===== config.mk =====
export PLATFORM = sky130hd
export DESIGN_NAME = pong_renderer
export DESIGN_NICKNAME = d
export VERILOG_FILES = /design/src/rtl/pong_renderer.sv
export SDC_FILE = /design/constraint.sdc
export NUM_CORES = 1
export LEC_CHECK = 0
export BUFFER_PORTS_ARGS = -buffer_cell sky130_fd_sc_hd__buf_2
export CAP_MARGIN = 40
export CORE_MARGIN = 3
export CORE_UTILIZATION = 25
export CTS_CLUSTER_DIAMETER = 80
export DETAILED_ROUTE_END_ITERATION = 7
export GPL_TIMING_DRIVEN = 0
export PLACE_DENSITY_LB_ADDON = 0.08
export SYNTH_ARGS = -nofsm -noshare
export SYNTH_HDL_FRONTEND = slang
export SYNTH_SLANG_ARGS = --single-unit
export TNS_END_PERCENT = 30

===== constraint.sdc =====
create_clock -name clk_0 -period 5.45 [get_ports clk_0]
set_clock_uncertainty 0.1 [all_clocks]
set_input_delay 0.545 -clock clk_0 [delete_from_list [all_inputs] [get_ports clk_0]]
set_output_delay 0.545 -clock clk_0 [all_outputs]
set_load 0.01 [all_outputs]

===== src/rtl/pong_renderer.sv =====
// rtl/pong_renderer.sv - pong pixel generator: per-frame state snapshot, 2-stage hit/colour pipeline
module pong_renderer #(
    parameter logic [9:0] H_VIDEO      = 10'd640,
    parameter logic [9:0] V_VIDEO      = 10'd480,
    parameter logic [9:0] SQ_WIDTH     = 10'd16,
    parameter logic [9:0] PDL_WIDTH    = 10'd12,
    parameter logic [9:0] PDL_HEIGHT   = 10'd96,
    parameter logic [9:0] NET_X        = 10'd318,
    parameter int         BLINK_FRAMES = 30
) (
    input  logic       clk_0,
    input  logic       rst,
    input  logic [9:0] pix_x,
    input  logic [9:0] pix_y,
    input  logic       video_on,
    input  logic       hsync_in,
    input  logic       vsync_in,
    input  logic [9:0] sq_xpos,
    input  logic [9:0] sq_ypos,
    input  logic [9:0] pdl1_xpos,
    input  logic [9:0] pdl1_ypos,
    input  logic [9:0] pdl2_xpos,
    input  logic [9:0] pdl2_ypos,
    input  logic       sq_shown,
    input  logic [3:0] score_p1,
    input  logic [3:0] score_p2,
    input  logic       game_over,
    input  logic       game_startup,
    output logic [3:0] vga_r,
    output logic [3:0] vga_g,
    output logic [3:0] vga_b,
    output logic       hsync_out,
    output logic       vsync_out
);
    localparam int         FW        = $clog2(BLINK_FRAMES);
    localparam logic [9:0] DIGIT_Y   = 10'd16;
    localparam logic [9:0] DIGIT_W   = 10'd20;
    localparam logic [9:0] DIGIT_H   = 10'd36;
    localparam logic [9:0] SEG_T     = 10'd4;
    localparam logic [9:0] P1_TENS_X = 10'd248;
    localparam logic [9:0] P1_UNIT_X = 10'd276;
    localparam logic [9:0] P2_TENS_X = 10'd344;
    localparam logic [9:0] P2_UNIT_X = 10'd372;

    logic [9:0]    s_sqx, s_sqy, s_p1x, s_p1y, s_p2x, s_p2y;
    logic          s_shown, s_go, s_start, blink;
    logic [3:0]    s_sc1, s_sc2;
    logic [FW-1:0] frame_cnt;
    logic          snap_evt;

    assign snap_evt = (pix_x == 10'd0) && (pix_y == V_VIDEO);

    // Blink only runs once a game-over frame has already been snapshotted, so a new run starts lit.
    always_ff @(posedge clk_0 or negedge rst) begin
        if (!rst) begin
            s_sqx <= 10'd320; s_sqy <= 10'd240;
            s_p1x <= 10'd24;  s_p1y <= 10'd191;
            s_p2x <= 10'd603; s_p2y <= 10'd191;
            s_shown <= 1'b0; s_go <= 1'b0; s_start <= 1'b0;
            s_sc1 <= 4'd0; s_sc2 <= 4'd0;
            frame_cnt <= '0; blink <= 1'b1;
        end else if (snap_evt) begin
            s_sqx <= sq_xpos;   s_sqy <= sq_ypos;
            s_p1x <= pdl1_xpos; s_p1y <= pdl1_ypos;
            s_p2x <= pdl2_xpos; s_p2y <= pdl2_ypos;
            s_shown <= sq_shown; s_go <= game_over; s_start <= game_startup;
            s_sc1 <= score_p1; s_sc2 <= score_p2;
            if (!game_over || !s_go) begin
                frame_cnt <= '0;
                blink     <= 1'b1;
            end else if (frame_cnt == FW'(BLINK_FRAMES - 1)) begin
                frame_cnt <= '0;
                blink     <= ~blink;
            end else begin
                frame_cnt <= frame_cnt + 1'b1;
            end
        end
    end

    function automatic logic in_span(input logic [9:0] p, input logic [9:0] base, input logic [9:0] w);
        in_span = ({1'b0, p} >= {1'b0, base}) && ({1'b0, p} < ({1'b0, base} + {1'b0, w}));
    endfunction

    // Segment mask bits 6..0 = a (top), b, c, d (bottom), e, f, g (middle).
    function automatic logic glyph_hit(input logic [9:0] x, input logic [9:0] y,
                                       input logic [9:0] ox, input logic [3:0] d, input logic en);
        logic [9:0] u, v;
        logic [6:0] m;
        logic       in_box, upper, left, right;
        u      = x - ox;
        v      = y - DIGIT_Y;
        in_box = in_span(x, ox, DIGIT_W) && in_span(y, DIGIT_Y, DIGIT_H);
        upper  = v < (DIGIT_H >> 1);
        left   = u < SEG_T;
        right  = u >= (DIGIT_W - SEG_T);
        case (d)
            4'd0:    m = 7'h7E;
            4'd1:    m = 7'h30;
            4'd2:    m = 7'h6D;
            4'd3:    m = 7'h79;
            4'd4:    m = 7'h33;
            4'd5:    m = 7'h5B;
            4'd6:    m = 7'h5F;
            4'd7:    m = 7'h70;
            4'd8:    m = 7'h7F;
            4'd9:    m = 7'h7B;
            default: m = 7'h00;
        endcase
        glyph_hit = en && in_box &&
                    ((m[6] && v < SEG_T) ||
                     (m[5] && right && upper) ||
                     (m[4] && right && !upper) ||
                     (m[3] && v >= (DIGIT_H - SEG_T)) ||
                     (m[2] && left && !upper) ||
                     (m[1] && left && upper) ||
                     (m[0] && v >= ((DIGIT_H >> 1) - (SEG_T >> 1)) && v < ((DIGIT_H >> 1) + (SEG_T >> 1))));
    endfunction

    logic       hit_sq_c, hit_p1_c, hit_p2_c, hit_net_c, hit_digit_c, vid_c;
    logic [3:0] unit1, unit2;

    always_comb begin
        unit1 = 4'd0;
        unit2 = 4'd0;
        if (!s_start) begin
            unit1 = (s_sc1 >= 4'd10) ? s_sc1 - 4'd10 : s_sc1;
            unit2 = (s_sc2 >= 4'd10) ? s_sc2 - 4'd10 : s_sc2;
        end
        vid_c       = video_on && (pix_x < H_VIDEO) && (pix_y < V_VIDEO);
        hit_sq_c    = in_span(pix_x, s_sqx, SQ_WIDTH) && in_span(pix_y, s_sqy, SQ_WIDTH);
        hit_p1_c    = in_span(pix_x, s_p1x, PDL_WIDTH) && in_span(pix_y, s_p1y, PDL_HEIGHT);
        hit_p2_c    = in_span(pix_x, s_p2x, PDL_WIDTH) && in_span(pix_y, s_p2y, PDL_HEIGHT);
        hit_net_c   = in_span(pix_x, NET_X, 10'd4) && !pix_y[4] && !s_start && !s_go;
        hit_digit_c = glyph_hit(pix_x, pix_y, P1_TENS_X, 4'd1, (s_sc1 >= 4'd10) && !s_start) ||
                      glyph_hit(pix_x, pix_y, P1_UNIT_X, unit1, 1'b1) ||
                      glyph_hit(pix_x, pix_y, P2_TENS_X, 4'd1, (s_sc2 >= 4'd10) && !s_start) ||
                      glyph_hit(pix_x, pix_y, P2_UNIT_X, unit2, 1'b1);
    end

    logic        hit_sq, hit_p1, hit_p2, hit_net, hit_digit, vid_s1;
    logic        hs_d1, vs_d1;
    logic [11:0] rgb;

    always_ff @(posedge clk_0 or negedge rst) begin
        if (!rst) begin
            hit_sq <= 1'b0; hit_p1 <= 1'b0; hit_p2 <= 1'b0;
            hit_net <= 1'b0; hit_digit <= 1'b0; vid_s1 <= 1'b0;
            hs_d1 <= 1'b0; vs_d1 <= 1'b0;
            hsync_out <= 1'b0; vsync_out <= 1'b0;
            rgb <= 12'h000;
        end else begin
            hit_sq <= hit_sq_c; hit_p1 <= hit_p1_c; hit_p2 <= hit_p2_c;
            hit_net <= hit_net_c; hit_digit <= hit_digit_c; vid_s1 <= vid_c;
            hs_d1 <= hsync_in; vs_d1 <= vsync_in;
            hsync_out <= hs_d1; vsync_out <= vs_d1;
            if (!vid_s1)
                rgb <= 12'h000;
            else if (hit_sq && s_shown && !s_start)
                rgb <= 12'hFFF;
            else if (hit_p1 || hit_p2)
                rgb <= 12'hFFF;
            else if (hit_digit)
                rgb <= !s_go ? 12'hFFF : (blink ? 12'hF00 : 12'h000);
            else if (hit_net)
                rgb <= 12'h888;
            else
                rgb <= 12'h000;
        end
    end

    assign vga_r = rgb[11:8];
    assign vga_g = rgb[7:4];
    assign vga_b = rgb[3:0];
endmodule


Word-level counts from Yosys, hierarchy flattened
Memories as Yosys holds them, arrays and structs flattened.
Index checks and enable logic that the tools add are counted.

word-level totals
  flip-flop bits (word level) = 99
  latch bits = 0
  RAM bits = 0
  bits in read-only memories = 224
  memories kept = 2

memories
  name             depth  width  read ports  clocked after memory_dff  write ports  line  text
  (no name shown)  16     7      1           0                         0            96    case (d)
  (no name shown)  16     7      1           0                         0            96

operators by class
  $add $sub $neg = 14
  $mul = 0
  divide/modulo/power cells = 0
  magnitude comparators = 39
  equality and inequality tests = 2
  shifts and indexed selects = 0
  mux-type cells = 15
  bitwise operators = 1
  reduce and logical (&&, ||, !) cells = 90

operators by type and width
  kind                                                                 number
  2-to-1 mux 12 bit                                                    7
  less-than comparator 10 x 11 -> 1 bit                                6
  logical AND 1 bit                                                    63
  greater-or-equal comparator 10 bit                                   6
  greater-or-equal comparator 10 x 5 -> 1 bit (second input constant)  6
  less-than comparator 10 x 9 -> 1 bit (second input constant)         6
  greater-or-equal comparator 10 x 9 -> 1 bit (second input constant)  4
  less-than comparator 10 x 3 -> 1 bit (second input constant)         3
  subtractor 10 x 9 -> 10 bit (second input constant)                  3
  adder 10 x 4 -> 11 bit (second input constant)                       2
  adder 10 x 5 -> 11 bit (second input constant)                       2
  adder 10 x 7 -> 11 bit (second input constant)                       2
  less-than comparator 10 x 5 -> 1 bit (second input constant)         2
  logical OR 1 bit                                                     19
  2-to-1 mux 4 bit                                                     4
  == test 10 x 9 -> 1 bit (second input constant)                      1
  greater-or-equal comparator 10 x 6 -> 1 bit (second input constant)  1
  greater-or-equal comparator 10 x 8 -> 1 bit (second input constant)  1
  logical NOT 10 bit                                                   1
  less-than comparator 10 bit (second input constant)                  1
  less-than comparator 10 x 6 -> 1 bit (second input constant)         1
  2-to-1 mux 5 bit                                                     2
  subtractor 10 x 5 -> 10 bit (second input constant)                  1
  subtractor 10 x 8 -> 10 bit (second input constant)                  1
  9 further kinds                                                      16

Logic depth before layout (Yosys ltp)
Gate-level depths: netlist (run 1).
An unclocked memory read counts as a cell.

  depth in word-level cells = 16
  depth in mapped cells = 12
  mapped depth without buffers = 11

Worst setup path after synthesis (run 1)
Ideal clock, no wire load.

  kind = input to register
  from = input pix_x[3]
  to = register hit_digit
  data arrival time = 2.478 ns
  slack = 2.744 ns
  cell stages on the path = 11
  path buffers = 1
  path through = clkbuf_1 > inv_1 > ha_1 > a211o_1 > mux2i_1 > o2111a_1 > mux2_2 > a21oi_1 > a21oi_1 > a22oi_1 > a31oi_1

between the ends
  word-level cells in the longest chain between the ends = 14
  elaborated cells on any way between the ends = 69

RTL lines
  element                                      line  text
  start, declared                              13    input logic [9:0] pix_x,
  subtractor 10 x 9 -> 10 bit                  90    u = x - ox;
  greater-or-equal comparator 10 x 5 -> 1 bit  95    right = u >= (DIGIT_W - SEG_T);
  logical AND 1 bit (2 in a row)               111   (m[5] && right && upper) ||
  logical OR 1 bit                             110   ((m[6] && v < SEG_T) ||
  logical OR 1 bit                             111
  logical OR 1 bit                             112   (m[4] && right && !upper) ||
  logical OR 1 bit                             113   (m[3] && v >= (DIGIT_H - SEG_T)) ||
  logical OR 1 bit                             114   (m[2] && left && !upper) ||
  logical OR 1 bit                             115   (m[1] && left && upper) ||
  logical AND 1 bit                            109   glyph_hit = en && in_box &&
  logical OR 1 bit                             134   hit_digit_c = glyph_hit(pix_x, pix_y, P1_TENS_X, 4'd1, (s_sc1 >= 4'd10) && !s_start) ||
  logical OR 1 bit                             135   glyph_hit(pix_x, pix_y, P1_UNIT_X, unit1, 1'b1) ||
  logical OR 1 bit *                           136   glyph_hit(pix_x, pix_y, P2_TENS_X, 4'd1, (s_sc2 >= 4'd10) && !s_start) ||
  net hit_digit_c                              119   logic hit_sq_c, hit_p1_c, hit_p2_c, hit_net_c, hit_digit_c, vid_c;
  end signal, assigned                         153   hit_net <= hit_net_c; hit_digit <= hit_digit_c; vid_s1 <= vid_c;
  end, declared                                140   logic hit_sq, hit_p1, hit_p2, hit_net, hit_digit, vid_s1;

The timed path passes the listed nets; every way through them passes the cells marked *.
A chain may end at the register's enable or synchronous reset.

Worst setup path after layout (run 1)
  from = register s_p1y[5]
  to = register hit_p1

between the ends
  word-level cells in the longest chain between the ends = 4
  elaborated cells on any way between the ends = 5

RTL lines
  element                                line  text
  start, declared                        45    logic [9:0] s_sqx, s_sqy, s_p1x, s_p1y, s_p2x, s_p2y;
  start signal, assigned                 64    s_p1x <= pdl1_xpos; s_p1y <= pdl1_ypos;
  adder 10 x 7 -> 11 bit                 81    in_span = ({1'b0, p} >= {1'b0, base}) && ({1'b0, p} < ({1'b0, base} + {1'b0, w}));
  less-than comparator 10 x 11 -> 1 bit  81
  logical AND 1 bit *                    81
  logical AND 1 bit *                    131   hit_p1_c = in_span(pix_x, s_p1x, PDL_WIDTH) && in_span(pix_y, s_p1y, PDL_HEIGHT);
  net hit_p1_c                           119
  end signal, assigned                   152   hit_sq <= hit_sq_c; hit_p1 <= hit_p1_c; hit_p2 <= hit_p2_c;
  end, declared                          140

Marked as above.

==> metrics.cfg, run 1 <==
[run_status]
run_status=finished clean

[timing]
hold_violations=0
tns_ps=0
min_period_ps=3040
tightest_slew_ps=675
fin_crit_sh_pct=55.8
slew_viol_final=0
fmax_mhz=329
finalSetupViolCount=0
slew_headroom_pct=54.4
rsz0062_at_grt=false

[cts]
cts_buffer_depth=2
postCtsSetupBuffers=0
path_clk_slew_ps=80
h-tree-depth=3
tritoncts=done
cts_root_buf=clkbuf_16
clock_sinks=91
numCtsBuffers=9
cts.repair.resized=0
clock_latency_ps=360
ctsHoldBuffers=0

[placement]
place_area_mm2=0.00850
place.gp.congestion=0.817
port_buffers=109
dp_hpwl_um=18400

[worst_setup_path]
path_class=flop to flop
startpoint_type=flop
crit_fanout=4
cp.arrival_ps=3180
cp_data_required_time_ps=5590
worst_setup_path_end_kind=flop

[floorplanning]
ios=110
die_h_um=179
fp.dieW_um=179
start_util_pct=25.6
rows=62
dieArea_mm2=0.0319
core_area_mm2=0.0290

[min_path]
hp-class=primary input to asynchronous set/reset pin

[power]
power_density_mw_per_mm2=184
ir_worst_vdd_mv=0.203
cellLeakagePower_nw=4.48

[drt]
wl_per_cell_um=17.1
routed_wl_um=23700
viasPerCell=4.70
drt-initial-drc-count=282
routed-via-count=6519
antenna_left=0
drc_errors=0
dr.pass1.iters=4

[synth]
syn-num-nets=1099
syn-cell-area_mm2=0.00744
yosysSeqAreaShare_pct=31.1
yosysTopAreaCell=ha_1
ys_ff_latch=91
synth.distinct_cells=64
synthTopCellsByCount=nand2_1 (131), ha_1 (125), o21ai_0 (89)
yosys_warnings=0
synth_most_common_cell=nand2_1
synth_edf_count=0
synthTopCellsByArea=ha_1 (21%), dfrtp_1 (21%), dfstp_2 (10%)
async_reset_ff_share_pct=100
syn-mean-instance-area_um2=8.47
synthCells=878
synthFlopType=dfrtp_1
synth_top_cell_area_share_pct=21.0

[grt]
grt_pass1_vias=6687
gr-usage-all-layers_pct=15.4
grt-ovfl-total=0
antenna_found_initial=0
grt_max_degree=56
grt_pass1_wl_um=37300

[cells_and_area]
finalInstanceArea_mm2=0.00885
n_antenna_cell=0
area_growth_pct=18.9
final_net_count=1220
utilization_pct=30.5
layout-drive-gt1-share_pct=18.2

[job]
maxCapViolCount=0

==> power breakdown <==
| part | internal, mW | switching (mW) |
|---|---|---|
| sequential | 0.678 | 0.000866 |
| clock | 0.453 | 0.314 |
| combinational | 0.0741 | 0.112 |
| total | 1.21 | 0.427 |
==> worst paths after layout <==
path	from	to	slack, ps	depth (start not counted)
max	s_p1y[5]$_DFFE_PN1P_	hit_p1$_DFF_PN0_	2410	11
min	rst	hsync_out$_DFF_PN0_	50	1
max reg2reg	s_p1y[5]$_DFFE_PN1P_	hit_p1$_DFF_PN0_	2410	11
min reg2reg	hs_d1$_DFF_PN0_	hsync_out$_DFF_PN0_	250	0
max in group asynchronous	rst	s_p2x[3]$_DFFE_PN1P_	4470	2
min in group clk_0	vsync_in	vs_d1$_DFF_PN0_	190	1
==> critical path, cell delays in order, from the launching register on <==
cell and delay (ps):
dfstp_2 560, inv_1 90, ha_1 230, xor2_1 150, ha_1 290, a21o_1 190
a211oi_1 220, nor2_1 60, or4_1 470, a31oi_1 170, o31ai_1 130, a211oi_1 270
==> through the flow <==
stage / setup slack, ps / instances / total power [mW] / hold slack, ps
after global placement: 2060 / 1371 / 0.878 / 233
after detailed placement: 2080 / 1372 / 0.881 / 237
final: 2410 / 1388 / 1.63 / 47.5
after CTS: 2340 / 1388 / 1.67 / 73.0
after floorplan: 2740 / 878 / 0.774 / 149
after global routing: 2190 / 1388 / 1.71 / 80.5
==> area by class of cell <==
cell class / count / area (µm²)
buffer: 32 / 170
clock buffer: 9 / 225
clock inverter: 7 / 125
fill: 3181 / 20200
inverter: 81 / 304
multi-input combinational: 674 / 4650
sequential: 91 / 2310
tap: 384 / 480
timing repair buffer: 110 / 576
==> cell families (layout without fill, tap and decap cells) <==
kind of cell | Yosys count | count (layout) | synth area share (%)
compound gates | 245 | 245 | 20.2
xor+xnor | 27 | 27 | 3.18
fa+ha+maj | 125 | 125 | 21.0
buf+inv | 113 | 239 | 6.37
flops | 91 | 91 | 31.1
mux | 4 | 4 | 0.555
simple gates | 273 | 273 | 17.5
==> layer usage <==
| layer | track usage, % | wire length, µm |
|---|---|---|
| met3 | 1.96 | 654 |
| met5 | 0 | 0 |
| met2 | 25.9 | 11300 |
| met1 | 20.9 | 11400 |
| met4 | 3.83 | 368 |
==> state kept, by name (all words and copies together) (netlist names), 4 cells and up <==
signal     count
s_p2y         10
frame_cnt      5
s_p1y         10
rgb            4
s_sc1          4
s_sc2          4
s_sqx         10
s_p2x         10
s_sqy         10
s_p1x         10
==> layout by cell type, fill, tap and decap left out, types with 21 or more instances in the layout <==
| cell | synthesis | layout |
|---|---|---|
| buf_2 | 10 | 118 |
| o21ai_0 | 89 | 89 |
| dfstp_2 | 29 | 29 |
| nand3_1 | 21 | 21 |
| a21oi_1 | 47 | 47 |
| inv_1 | 81 | 81 |
| ha_1 | 125 | 125 |
| nand2_1 | 131 | 131 |
| dfrtp_1 | 62 | 62 |
| xnor2_1 | 23 | 23 |
| nor2_1 | 32 | 32 |
Note: power is estimated with default switching activity, not from simulation.
==> run 2, diff against run 1 <==
--- a/config.mk
+++ b/config.mk
@@ -5,6 +5,7 @@
 export SDC_FILE = /design/constraint.sdc
 export NUM_CORES = 1
 export LEC_CHECK = 0
+export ABC_AREA = 1
 export BUFFER_PORTS_ARGS = -buffer_cell sky130_fd_sc_hd__buf_2
 export CAP_MARGIN = 40
 export CORE_MARGIN = 3
==> constraint.sdc (replaced) <==
create_clock -name clk_0 -period 3.2 [get_ports clk_0]
set_clock_uncertainty 0.1 [all_clocks]
set_input_delay 0.32 -clock clk_0 [delete_from_list [all_inputs] [get_ports clk_0]]
set_output_delay 0.32 -clock clk_0 [all_outputs]
set_load 0.01 [all_outputs]
==> run 2 against run 1 <==
Compared with the run above:
- global-route usage fell by 0.26 points
- wire length is 6.0% higher
- clock power increased by 64%
- critical endpoint unchanged
- largest cell class unchanged
- area after synthesis increased by 6.0%
- clock-buffer cell count is 3 higher
- die area grew 5.8%
- register-to-register slack worse by 2100 ps
==> metrics.cfg, run 2 <==
[run_status]
run_status=finished clean

[cells_and_area]
area_growth_pct=18.2
mostFrequentLayoutCells=nand2_1 (264), inv_1 (138), ha_1 (125), buf_2 (121), o21ai_0 (93)
n_antenna_cell=0
final_common_cell=nand2_1
nFillCells=3397
layout-drive-gt1-share_pct=16.7
final_net_count=1424

[floorplanning]
core_area_mm2=0.0308
start_util_pct=25.6
rows=64
fp.dieW_um=184
ios=110
dieArea_mm2=0.0337
die_h_um=184

[synth]
yosysSeqAreaShare_pct=29.3
synth_edf_count=0
yosys-mux-area-fraction_pct=0.143
synth.distinct_cells=43
synth_top_cell_area_share_pct=19.8
yosysTopAreaCell=ha_1
synth_xor_area_share_pct=2.89
synthTopCellsByCount=nand2_1 (264), inv_1 (138), ha_1 (125)
synthFlopType=dfrtp_1
synthCells=1079
syn-mean-instance-area_um2=7.31
synthTopCellsByArea=ha_1 (20%), dfrtp_1 (20%), nand2_1 (13%)
syn-cell-area_mm2=0.00789
synth_top_family_by_area=simple AND/OR/NAND/NOR gates
yosys.area_share.adder_pct=19.8
synth-compound-area-share_pct=13.5
async_reset_ff_share_pct=100
ys_ff_latch=91
syn-num-nets=1300
synth_most_common_cell=nand2_1
yosys_warnings=0
yosys.area_share.simple_pct=25.0

[drt]
antenna_left=0
wl_per_cell_um=15.7
drt-initial-drc-count=243
routed_wl_um=25100
routed-via-count=7293
drc_errors=0
dr.pass1.iters=4
viasPerCell=4.55

[worst_setup_path]
path_class=flop to flop
crit_fanout=4
crit_path_cell_trace=inv_1, ha_1, nor3_1, xor2_1, ha_1, nand2_1, nor2_1, a211oi_1, o21ai_0, nand3_1, nand2_1, a21oi_1, o21ai_0, nor2_1
slowest_stage=dfstp_2
cp_data_required_time_ps=3330
startpoint_type=flop
critical_path.max_stage_delay_ps=510
path_delay_family=simple AND/OR/NAND/NOR gates
cp.arrival_ps=3030
path_buf_inv=1
worst_setup_path_end_kind=flop

[grt]
antenna_found_initial=0
gr-usage-all-layers_pct=15.1
grt_pass1_wl_um=39800
grt_pass1_vias=7377
grt-ovfl-total=0
grt_max_degree=48

[timing]
slew_headroom_pct=53.1
fin_crit_sh_pct=90.6
tightest_slew_ps=686
hold_violations=0
min_period_ps=2900
fmax_mhz=345
hold_slack_ps=61.9
tns_ps=0
finalSetupViolCount=0
slew_viol_final=0
rsz0062_at_grt=false

[cts]
postCtsSetupBuffers=0
cts_buffer_depth=2
cts_root_buf=clkbuf_16
clock_sinks=91
tritoncts=done
h-tree-depth=3
clock_latency_ps=360
numCtsBuffers=9
path_clk_slew_ps=70

[power]
ir_worst_vdd_mv=0.171
cellLeakagePower_nw=4.99
power_density_mw_per_mm2=299

[min_path]
hp-class=primary input to flop

[placement]
port_buffers=109
dp_hpwl_um=20000
place.gp.congestion=0.803

[job]
maxCapViolCount=0

## run 2: cell count changes in the layout (fill, tap and decap cells not counted), moves of 13 or more
| cell | delta |
|---|---|
| a21o_1 | -13 |
| nor2_1 | +53 |
| nand2b_1 | -16 |
| xnor2_1 | -20 |
| nor2b_1 | -14 |
| nand3_1 | +40 |
| inv_1 | +57 |
| o21a_1 | -16 |
| xor2_1 | +19 |
| nand2_1 | +133 |
## run 2: timing repair
action,in CTS,in global routing
hold buffers,3,0
hold endpoints to repair,34,0
endpoints found under the setup margin,0,0
resized for setup,0,0
## run 2: per-stage QoR
step                      setup WS [ps]  std cells  utilization (%)  area, µm²  power [mW]
after floorplan                     826       1079                -       7890        1.36
after global placement              270       1584             29.0       8930        1.55
after detailed placement            271       1585             29.1       8960        1.56
after CTS                           257       1604             30.3       9330        2.85
after global routing               37.4       1604             30.3       9330        2.93
final                               301       1604             30.3       9330        2.79
## run 2: worst register-to-register path: cells and delay by family, from the launching register on
family / cells / cell delay [ps]
flip-flops: 1 / 510
XOR/XNOR: 1 / 140
AO/OA/AOI/OAI: 4 / 520
adder cells (fa/ha/maj): 2 / 560
AND/OR/NAND/NOR: 6 / 860
buffers and inverters: 1 / 80
## run 2: cell families (layout without fill, tap and decap cells)
family / after synthesis / after routing
compound gates: 195 / 195
buf+inv: 173 / 302
fa+ha+maj: 125 / 125
simple gates: 468 / 468
flops: 91 / 91
xor+xnor: 26 / 26
mux: 1 / 1
## run 2: cell type report
| class | instances | area (µm²) | share of cell area (%) |
|---|---|---|---|
| flip-flops and latches | 91 | 2310 | 24.8 |
| well taps | 396 | 495 | 5.31 |
| multi-input cells | 815 | 4850 | 52.0 |
| clock buffers | 12 | 236 | 2.54 |
| plain buffers | 31 | 196 | 2.11 |
| inverters | 142 | 533 | 5.72 |
| clock inverters | 4 | 98.8 | 1.06 |
| repair buffers | 113 | 606 | 6.49 |
## run 2: where the power goes
group / leakage, nW / internal (mW) / total [mW] / switching, mW
registers: 0.946 / 1.15 / 1.16 / 0.00111
logic: 3.88 / 0.133 / 0.374 / 0.241
clock network: 0.161 / 0.767 / 1.26 / 0.490
## run 2: worst paths after layout
path | start | end | slack [ps] | cells after the start
max | s_p1x[3]$_DFFE_PN1P_ | hit_p1$_DFF_PN0_ | 300 | 14
min | pdl1_xpos[8] | s_p1x[8]$_DFFE_PN0P_ | 60 | 3
max reg2reg | s_p1x[3]$_DFFE_PN1P_ | hit_p1$_DFF_PN0_ | 300 | 14
min reg2reg | hs_d1$_DFF_PN0_ | hsync_out$_DFF_PN0_ | 250 | 0
max in group asynchronous | rst | blink$_DFFE_PN1P_ | 1780 | 3
min in group asynchronous | rst | s_p1x[2]$_DFFE_PN0P_ | 460 | 2
## run 2: metal layers
metal  track usage (%)  vias up  share of wire, %  wire length (µm)
met4              4.60        0               1.9               481
met1              19.9     3370                48             12000
met5                 0        -                 0                 0
met3              1.96       22               2.5               638
met2              25.8       97                48             12000
li1                  -     3804                 -                 -
